**src/rtl/key_event_decoder.sv**
```systemverilog
// PS/2 set-2 scancode decoder: folds E0/F0/E1 prefixes into key events,
// filters typematic repeats, tracks shift and maps printable presses to ASCII.
//
// state   | meaning
// --------+--------------------------------------------------
// IDLE    | waiting for the first byte of a sequence
// EXT     | E0 seen, next byte is an extended make or F0
// BRK     | F0 seen, next byte is a non-extended break
// EXT_BRK | E0 F0 seen, next byte is an extended break
// PAUSE   | E1 seen, swallowing the rest of the Pause sequence
module key_event_decoder #(
  parameter int unsigned TIMEOUT_CYCLES = 2500000
) (
  input  logic       fpgaclk,
  input  logic       rst,
  input  logic [7:0] scancode,
  input  logic       scan_vld,
  output logic [7:0] key_code,
  output logic       key_ext,
  output logic       key_break,
  output logic       key_vld,
  output logic [7:0] ascii,
  output logic       ascii_vld,
  output logic       shift_held
);

  typedef enum logic [2:0] {
    IDLE    = 3'd0,
    EXT     = 3'd1,
    BRK     = 3'd2,
    EXT_BRK = 3'd3,
    PAUSE   = 3'd4
  } state_t;

  localparam int unsigned TW = (TIMEOUT_CYCLES > 1) ? $clog2(TIMEOUT_CYCLES + 1) : 1;
  localparam logic [TW-1:0] TO_LAST = TW'(TIMEOUT_CYCLES - 1);

  state_t        state_q, state_d;
  logic [2:0]    pause_q, pause_d;
  logic [TW-1:0] to_q, to_d;
  logic [7:0]    held_code_q, held_code_d;
  logic          held_ext_q, held_ext_d;
  logic          held_valid_q, held_valid_d;
  logic          lshift_q, lshift_d;
  logic          rshift_q, rshift_d;
  logic [7:0]    key_code_q, key_code_d;
  logic          key_ext_q, key_ext_d;
  logic          key_break_q, key_break_d;
  logic          key_vld_q, key_vld_d;
  logic [7:0]    ascii_q, ascii_d;
  logic          ascii_vld_q, ascii_vld_d;

  logic          ev_fire, ev_ext, ev_brk, is_held;
  logic [8:0]    lut;

  // Returns {printable, lowercase/plain character}.
  function automatic logic [8:0] ascii_lut(input logic [7:0] code);
    case (code)
      8'h1C: ascii_lut = {1'b1, 8'h61};
      8'h32: ascii_lut = {1'b1, 8'h62};
      8'h21: ascii_lut = {1'b1, 8'h63};
      8'h23: ascii_lut = {1'b1, 8'h64};
      8'h24: ascii_lut = {1'b1, 8'h65};
      8'h2B: ascii_lut = {1'b1, 8'h66};
      8'h34: ascii_lut = {1'b1, 8'h67};
      8'h33: ascii_lut = {1'b1, 8'h68};
      8'h43: ascii_lut = {1'b1, 8'h69};
      8'h3B: ascii_lut = {1'b1, 8'h6A};
      8'h42: ascii_lut = {1'b1, 8'h6B};
      8'h4B: ascii_lut = {1'b1, 8'h6C};
      8'h3A: ascii_lut = {1'b1, 8'h6D};
      8'h31: ascii_lut = {1'b1, 8'h6E};
      8'h44: ascii_lut = {1'b1, 8'h6F};
      8'h4D: ascii_lut = {1'b1, 8'h70};
      8'h15: ascii_lut = {1'b1, 8'h71};
      8'h2D: ascii_lut = {1'b1, 8'h72};
      8'h1B: ascii_lut = {1'b1, 8'h73};
      8'h2C: ascii_lut = {1'b1, 8'h74};
      8'h3C: ascii_lut = {1'b1, 8'h75};
      8'h2A: ascii_lut = {1'b1, 8'h76};
      8'h1D: ascii_lut = {1'b1, 8'h77};
      8'h22: ascii_lut = {1'b1, 8'h78};
      8'h35: ascii_lut = {1'b1, 8'h79};
      8'h1A: ascii_lut = {1'b1, 8'h7A};
      8'h45: ascii_lut = {1'b1, 8'h30};
      8'h16: ascii_lut = {1'b1, 8'h31};
      8'h1E: ascii_lut = {1'b1, 8'h32};
      8'h26: ascii_lut = {1'b1, 8'h33};
      8'h25: ascii_lut = {1'b1, 8'h34};
      8'h2E: ascii_lut = {1'b1, 8'h35};
      8'h36: ascii_lut = {1'b1, 8'h36};
      8'h3D: ascii_lut = {1'b1, 8'h37};
      8'h3E: ascii_lut = {1'b1, 8'h38};
      8'h46: ascii_lut = {1'b1, 8'h39};
      8'h29: ascii_lut = {1'b1, 8'h20};
      8'h5A: ascii_lut = {1'b1, 8'h0D};
      default: ascii_lut = 9'h000;
    endcase
  endfunction

  always_ff @(posedge fpgaclk) begin
    if (rst) begin
      state_q      <= IDLE;
      pause_q      <= '0;
      to_q         <= '0;
      held_code_q  <= '0;
      held_ext_q   <= 1'b0;
      held_valid_q <= 1'b0;
      lshift_q     <= 1'b0;
      rshift_q     <= 1'b0;
      key_code_q   <= '0;
      key_ext_q    <= 1'b0;
      key_break_q  <= 1'b0;
      key_vld_q    <= 1'b0;
      ascii_q      <= '0;
      ascii_vld_q  <= 1'b0;
    end else begin
      state_q      <= state_d;
      pause_q      <= pause_d;
      to_q         <= to_d;
      held_code_q  <= held_code_d;
      held_ext_q   <= held_ext_d;
      held_valid_q <= held_valid_d;
      lshift_q     <= lshift_d;
      rshift_q     <= rshift_d;
      key_code_q   <= key_code_d;
      key_ext_q    <= key_ext_d;
      key_break_q  <= key_break_d;
      key_vld_q    <= key_vld_d;
      ascii_q      <= ascii_d;
      ascii_vld_q  <= ascii_vld_d;
    end
  end

  always_comb begin
    state_d = state_q;
    pause_d = pause_q;
    to_d    = to_q;
    ev_fire = 1'b0;
    ev_ext  = 1'b0;
    ev_brk  = 1'b0;

    if (scan_vld) begin
      // A byte always wins over a timeout expiring in the same cycle.
      to_d = '0;
      case (state_q)
        IDLE: begin
          case (scancode)
            8'hE0: state_d = EXT;
            8'hF0: state_d = BRK;
            8'hE1: begin
              state_d = PAUSE;
              pause_d = '0;
            end
            8'h00, 8'hAA, 8'hEE, 8'hFA, 8'hFE, 8'hFF: state_d = IDLE;
            default: ev_fire = 1'b1;
          endcase
        end
        EXT: begin
          case (scancode)
            8'hF0: state_d = EXT_BRK;
            8'hE0: state_d = EXT;
            default: begin
              ev_fire = 1'b1;
              ev_ext  = 1'b1;
              state_d = IDLE;
            end
          endcase
        end
        BRK: begin
          ev_fire = 1'b1;
          ev_brk  = 1'b1;
          state_d = IDLE;
        end
        EXT_BRK: begin
          ev_fire = 1'b1;
          ev_ext  = 1'b1;
          ev_brk  = 1'b1;
          state_d = IDLE;
        end
        PAUSE: begin
          if (pause_q == 3'd6) begin
            pause_d = '0;
            state_d = IDLE;
          end else begin
            pause_d = pause_q + 3'd1;
          end
        end
        default: state_d = IDLE;
      endcase
    end else if (state_q != IDLE) begin
      if (to_q == TO_LAST) begin
        to_d    = '0;
        pause_d = '0;
        state_d = IDLE;
      end else begin
        to_d = to_q + 1'b1;
      end
    end else begin
      to_d = '0;
    end
  end

  always_comb begin
    held_code_d  = held_code_q;
    held_ext_d   = held_ext_q;
    held_valid_d = held_valid_q;
    lshift_d     = lshift_q;
    rshift_d     = rshift_q;
    key_code_d   = key_code_q;
    key_ext_d    = key_ext_q;
    key_break_d  = key_break_q;
    key_vld_d    = 1'b0;
    ascii_d      = ascii_q;
    ascii_vld_d  = 1'b0;
    is_held      = held_valid_q && (held_code_q == scancode) && (held_ext_q == ev_ext);
    lut          = ascii_lut(scancode);

    if (ev_fire && (ev_brk || !is_held)) begin
      key_code_d  = scancode;
      key_ext_d   = ev_ext;
      key_break_d = ev_brk;
      key_vld_d   = 1'b1;
      if (ev_brk) begin
        if (is_held) held_valid_d = 1'b0;
        if (!ev_ext && scancode == 8'h12) lshift_d = 1'b0;
        if (!ev_ext && scancode == 8'h59) rshift_d = 1'b0;
      end else begin
        held_code_d  = scancode;
        held_ext_d   = ev_ext;
        held_valid_d = 1'b1;
        if (!ev_ext && scancode == 8'h12) lshift_d = 1'b1;
        if (!ev_ext && scancode == 8'h59) rshift_d = 1'b1;
        if (!ev_ext && lut[8]) begin
          ascii_vld_d = 1'b1;
          // Shift state as it stood before this byte selects uppercase letters.
          if ((lshift_q || rshift_q) && lut[7:0] >= 8'h61)
            ascii_d = lut[7:0] - 8'h20;
          else
            ascii_d = lut[7:0];
        end
      end
    end
  end

  assign key_code   = key_code_q;
  assign key_ext    = key_ext_q;
  assign key_break  = key_break_q;
  assign key_vld    = key_vld_q;
  assign ascii      = ascii_q;
  assign ascii_vld  = ascii_vld_q;
  assign shift_held = lshift_q | rshift_q;

endmodule
```
**config.mk**
```make
export PLATFORM = sky130hd
export DESIGN_NAME = key_event_decoder
export DESIGN_NICKNAME = d
export VERILOG_FILES = /design/src/rtl/key_event_decoder.sv
export SDC_FILE = /design/constraint.sdc
export NUM_CORES = 1
export LEC_CHECK = 0
export BUFFER_PORTS_ARGS = -buffer_cell sky130_fd_sc_hd__buf_4
export CAP_MARGIN = 10
export CELL_PAD_IN_SITES_DETAIL_PLACEMENT = 1
export CELL_PAD_IN_SITES_GLOBAL_PLACEMENT = 2
export CORE_MARGIN = 3
export CORE_UTILIZATION = 39
export DETAILED_ROUTE_END_ITERATION = 12
export PLACE_DENSITY = 0.89
export SLEW_MARGIN = 20
export SYNTH_ARGS = -nofsm -noshare
export SYNTH_HDL_FRONTEND = slang
export SYNTH_SLANG_ARGS = --single-unit
```
**constraint.sdc**
```tcl
create_clock -name fpgaclk -period 9.65 [get_ports fpgaclk]
set_clock_uncertainty 0.05 [all_clocks]
set_input_delay 2.895 -clock fpgaclk [delete_from_list [all_inputs] [get_ports fpgaclk]]
set_output_delay 2.895 -clock fpgaclk [all_outputs]
set_load 0.01 [all_outputs]
```
==> flow_summary.json, run 1 <==
{
  "regToRegStartpoint": "state_q[1]",
  "drtIter0Drc": 101,
  "ctsHoldBuffers": 0,
  "critPathBufInv": 2,
  "first_pass_iters": 4,
  "crit_start": "scancode[1]",
  "avgRoutedWirePerCell_um": 17.4,
  "peakVddDrop_v": 0.0000768,
  "cts_buffer_depth": 2,
  "worstHoldStart": "ascii[3]",
  "placed_area_mm2": 0.00390,
  "layout_commonest_cell": "nor2_1",
  "clk_pin_slew_ns": 0.07,
  "holdCritPathClass": "reg -> reg",
  "cts_tree": "yes",
  "synth_edf_count": 0,
  "finalSetupTns_ns": 0,
  "grt_pass1_vias": 3373,
  "yosys.area.top_type": "dfxtp_1",
  "track_usage_pct": 20.1,
  "finalInstanceArea_mm2": 0.00410,
  "cts.repair.resized": 0,
  "diodes": 0,
  "required_ns": 9.84,
  "crit_path_end_kind": "flip-flop",
  "multi_input_area_mm2": 0.00227,
  "slowest_stage": "a211oi_4",
  "worstSkewPairLatency_ns": 0.34,
  "nNetsFinal": 490,
  "yosysSeqAreaShare_pct": 32.6,
  "fmax_mhz": 171,
  "synth-seq-cells": 60,
  "period_share_pct": 60.4,
  "fillers": 1129,
  "finalSetupViolations": 0,
  "regArea_mm2": 0.00120,
  "cts-root-buf": "clkbuf_8",
  "fp.dieH_um": 103,
  "grt-ovfl-total": 0,
  "detail-route-antenna-nets": 0,
  "synth_top_flop_cell": "dfxtp_1",
  "boundaryPins": 32,
  "drive_gt1_share_pct": 13.1,
  "cp_top_family": "compound AO/OA/AOI/OAI gates",
  "path_cells": "buf_4 -> inv_1 -> ha_1 -> or3b_1 -> o311a_4 -> xnor2_2 -> a211oi_4 -> nand3_4 -> o311a_1",
  "crit_arrival_ns": 6.02,
  "startpoint_type": "input pin",
  "globalplace.congestion": 0.915,
  "finalHoldViolCount": 0,
  "finalMaxSlewViolations": 0,
  "h-tree-depth": 3,
  "rsz0062_at_grt": "no",
  "slowest_delay_ns": 0.74,
  "grt_max_degree": 47,
  "cap_violations": 0,
  "yosysUniqueCellTypes": 67,
  "vias": 3356,
  "grt_pass1_wl_mm": 16.9,
  "num_rows": 34,
  "p_leak_nw": 1.51,
  "numCtsBuffers": 9,
  "die_w_um": 103,
  "yosysTopAreaCellShare_pct": 32.6,
  "synth.cell_area_mm2": 0.00368,
  "drt-vias-per-instance": 5.76,
  "worstMarginPinSlew_ns": 0.826,
  "ys_top_cells_by_area": "dfxtp_1 (33%), nor2_1 (6.3%), a21oi_1 (3.8%)",
  "syn_inst": 459,
  "dpl.hpwl_mm": 7.21,
  "syn_avg_cell_area_um2": 8.02,
  "post_cts_buffers": 0,
  "syn_nets": 479,
  "core_mm2": 0.00893,
  "die_area_mm2": 0.0106,
  "cp_max_fo": 18,
  "ys_async_sr_fraction_pct": 0,
  "portBuffers": 31,
  "clock-sinks": 60,
  "powerDensity_mw_per_mm2": 140,
  "criticalPathCategory": "in -> reg",
  "run_status": "finished, final reports clean",
  "antenna_found_initial": 0,
  "initial_core_util_pct": 41.2,
  "min_period_ns": 5.83,
  "layout_common_cells": "nor2_1 (62), dfxtp_1 (60), nand2_1 (32), buf_4 (32), a21oi_1 (28)",
  "drt_drc_violations_left": 0,
  "fin_util_pct": 45.9,
  "ys_warn_count": 0,
  "drt-total-wl_mm": 10.2,
  "slew_headroom_pct": 44.8,
  "area_growth_syn_to_layout_pct": 11.3
}
[layout make-up]
type / instances / area share (%)
clock buffer: 9 / 3.02
timing repair buffer: 32 / 5.86
sequential: 60 / 29.3
inverter: 14 / 1.28
tap: 108 / 3.30
multi-input combinational: 353 / 55.4
clock inverter: 7 / 1.83
[report_power, final]
group	internal [W]	total, W	switching [W]
sequential	0.000254	0.000258	0.00000381
combinational	0.0000324	0.0000842	0.0000518
clock	0.000120	0.000232	0.000111
total	0.000407	0.000574	0.000167
[worst paths after layout]
check	slack, ns	end	cells past startpoint
max	3.82	ascii[1]	9
min	0.42	ascii[3]	2
max reg2reg	7.00	ascii[1]	5
min reg2reg	0.42	ascii[3]	2
[state kept, by name, indices dropped and copies added (netlist names), 3 cells and up]
| register | count |
|---|---|
| key_code | 8 |
| ascii | 8 |
| held_code_q | 8 |
| pause_q | 3 |
| state_q | 3 |
| to_q | 22 |
[synthesized netlist by cell type (4+ instances only)]
master and n:
o31ai_1 4, nor3b_1 4, o211ai_1 4, a21oi_1 28, a211oi_1 6, nor2b_1 18
dfxtp_1 60, xor2_1 11, and3_1 4, nor4_1 4, clkbuf_1 15, inv_1 14
nand2_1 32, mux2i_1 13, nand3b_1 4, nor3_1 10, xnor2_1 15, nand2b_1 8
nor2_1 62, a31oi_1 8, o21ai_0 9, nand4_1 8, ha_1 9, or2_2 4
and2_1 4, buf_2 13, nand3_1 27
[stage by stage]
step           setup slack [ns]  total power, W  std cells  hold slack (ns)
3_5_place_dp               3.46        0.000348        567            0.403
5_1_grt                    3.63        0.000602        583            0.446
2_1_floorplan              4.07        0.000323        459            0.380
3_3_place_gp               3.58        0.000346        567            0.396
6_report                   3.82        0.000574        583            0.417
4_1_cts                    3.82        0.000583        583            0.421
[per-layer routing]
layer  vias to the layer above  wire length, um  track usage, %
li1                       1666                -               -
met1                      1627             4670            25.4
met2                        51             4990            34.3
met3                        12              352            4.26
met4                         0              145            6.37
met5                         -                0               0
[worst min-delay path: cells and delay by family (launching register included)]
kind	cells	cell delay (ns)
DFF	1	0.31
and+or+nand+nor	1	0.05
AOI/OAI and AO/OA	1	0.06
[cell families (layout without fill, tap and decap cells)]
logic type      Yosys count  in the layout  share of synthesized area [%]
simple gates            204            204                           28.3
compound gates          100            100                           20.1
flops                    60             60                           32.6
buf+inv                  46             62                           5.74
xor+xnor                 27             27                           6.63
mux                      13             13                           3.53
fa+ha+maj                 9              9                           3.06
(Power assumes the default switching activity.)
==> run 2: changes to the inputs <==
--- a/config.mk
+++ b/config.mk
@@ -10,9 +10,9 @@
 export CELL_PAD_IN_SITES_DETAIL_PLACEMENT = 1
 export CELL_PAD_IN_SITES_GLOBAL_PLACEMENT = 2
 export CORE_MARGIN = 3
-export CORE_UTILIZATION = 39
+export CORE_UTILIZATION = 36
 export DETAILED_ROUTE_END_ITERATION = 12
-export PLACE_DENSITY = 0.89
+export PLACE_DENSITY = 0.83
 export SLEW_MARGIN = 20
 export SYNTH_ARGS = -nofsm -noshare
 export SYNTH_HDL_FRONTEND = slang
==> constraint.sdc (replaced) <==
create_clock -name fpgaclk -period 5.7 [get_ports fpgaclk]
set_clock_uncertainty 0.05 [all_clocks]
set_input_delay 1.71 -clock fpgaclk [delete_from_list [all_inputs] [get_ports fpgaclk]]
set_output_delay 1.71 -clock fpgaclk [all_outputs]
set_load 0.01 [all_outputs]
==> flow_summary.json, run 2 (same netlist as run 1, synthesis figures left out) <==
{
  "run_status": "finished, final reports clean",
  "period_share_pct": 80.2,
  "drive_gt1_share_pct": 12.8,
  "grt-ovfl-total": 0,
  "diodes": 0,
  "finalHoldViolCount": 0,
  "post_cts_buffers": 0,
  "p_leak_nw": 1.52,
  "fp.dieH_um": 107,
  "nNetsFinal": 491,
  "drtIter0Drc": 199,
  "dpl.hpwl_mm": 7.23,
  "globalplace.congestion": 0.874,
  "min_period_ns": 4.57,
  "vias": 3366,
  "crit_path_end_kind": "flip-flop",
  "fmax_mhz": 219,
  "cts.repair.resized": 0,
  "detail-route-antenna-nets": 0,
  "required_ns": 5.87,
  "num_rows": 36,
  "boundaryPins": 32,
  "drt-vias-per-instance": 5.54,
  "cp_max_fo": 18,
  "clk_pin_slew_ns": 0.07,
  "die_w_um": 107,
  "fin_util_pct": 42.0,
  "peakVddDrop_v": 0.000113,
  "worstMarginPinSlew_ns": 0.721,
  "max_flop_register": "to_q",
  "initial_core_util_pct": 37.3,
  "criticalPathCategory": "in -> reg",
  "cts_buffer_depth": 2,
  "setup_slack_ns": 1.13,
  "startpoint_type": "input pin",
  "core_mm2": 0.00986,
  "dp_cells": 593,
  "largest_reg_flops": 22,
  "numCtsBuffers": 9,
  "grt_pass1_vias": 3319,
  "antenna_found_initial": 0,
  "track_usage_pct": 18.7,
  "ctsHoldBuffers": 0,
  "cts_tree": "yes",
  "finalSetupViolations": 0,
  "crit_arrival_ns": 4.74,
  "grt_max_degree": 47,
  "finalInstanceArea_mm2": 0.00414,
  "h-tree-depth": 3,
  "first_pass_iters": 4,
  "cap_violations": 0,
  "layout_commonest_cell": "nor2_1",
  "rsz0062_at_grt": "no",
  "slew_headroom_pct": 51.9,
  "drt-total-wl_mm": 10.3,
  "clock-sinks": 60,
  "layout_common_cells": "nor2_1 (62), dfxtp_1 (60), buf_4 (33), nand2_1 (32), a21oi_1 (28)",
  "final_cell_count_no_fill": 608,
  "die_area_mm2": 0.0115,
  "grt_pass1_wl_mm": 17.2,
  "worstSkewPairLatency_ns": 0.35,
  "portBuffers": 31,
  "holdCritPathClass": "reg -> reg",
  "fillers": 1200,
  "cts-root-buf": "clkbuf_8",
  "area_growth_syn_to_layout_pct": 12.5,
  "drt_drc_violations_left": 0,
  "avgRoutedWirePerCell_um": 16.9,
  "finalSetupTns_ns": 0,
  "pre_cts_slack_ns": 0.755,
  "rrSetupSlack_ns": 3.18,
  "placed_area_mm2": 0.00394,
  "finalMaxSlewViolations": 0,
  "powerDensity_mw_per_mm2": 239
}
[run 2: changes by cell type in the layout (fill, tap and decap cells not counted), sizes merged]
| cell | delta |
|---|---|
| clkinvlp | +1 |
| inv | -1 |
| clkbuf | +1 |
| bufinv | +1 |
| buf | +1 |
| clkinv | -3 |
[run 2: stage by stage]
step,total power [W],hold WS [ns]
after floorplan,0.000546,0.380
after global placement,0.000589,0.396
after detailed placement,0.000591,0.403
after CTS,0.00101,0.418
after global routing,0.00104,0.446
final,0.000992,0.415
[run 2: worst paths after layout]
kind                            depth (start not counted)           to         from
worst max-delay path                                   11  key_code[6]  scancode[1]
worst min-delay path                                    2     ascii[3]     ascii[3]
worst max register to register                          8  key_code[6]   state_q[2]
worst min register to register                          2     ascii[3]     ascii[3]
[run 2: final cells by class]
cell class / instances / area [um^2] / share of cell area (%)
clock buffer: 10 / 128 / 3.08
clock inverter: 5 / 77.6 / 1.87
inverter: 14 / 52.6 / 1.27
multi-input combinational: 353 / 2270 / 54.8
sequential: 60 / 1200 / 29.0
tap: 133 / 166 / 4.02
timing repair buffer: 33 / 248 / 5.98
[run 2: power by group]
group | internal, W | switching, W | leakage (nW)
Combinational | 0.0000551 | 0.0000896 | 0.926
Clock | 0.000242 | 0.000168 | 0.102
Sequential | 0.000430 | 0.00000658 | 0.488
Total | 0.000728 | 0.000264 | 1.52
[run 2: critical path: stages]
cell	delay, ns
buf_4	0.18
inv_1	0.20
ha_1	0.39
or4b_1	0.49
o211a_1	0.15
o31ai_1	0.37
a211oi_4	0.13
buf_4	0.23
o21ai_2	0.58
mux2i_1	0.26
nor2_1	0.06
[run 2: layer usage]
metal	global-route usage, %	routed length, um	up-vias
met5	0	0	-
met4	8.22	212	0
met3	4.03	472	16
met2	29.3	4830	78
met1	24.7	4770	1608
li1	-	-	1664
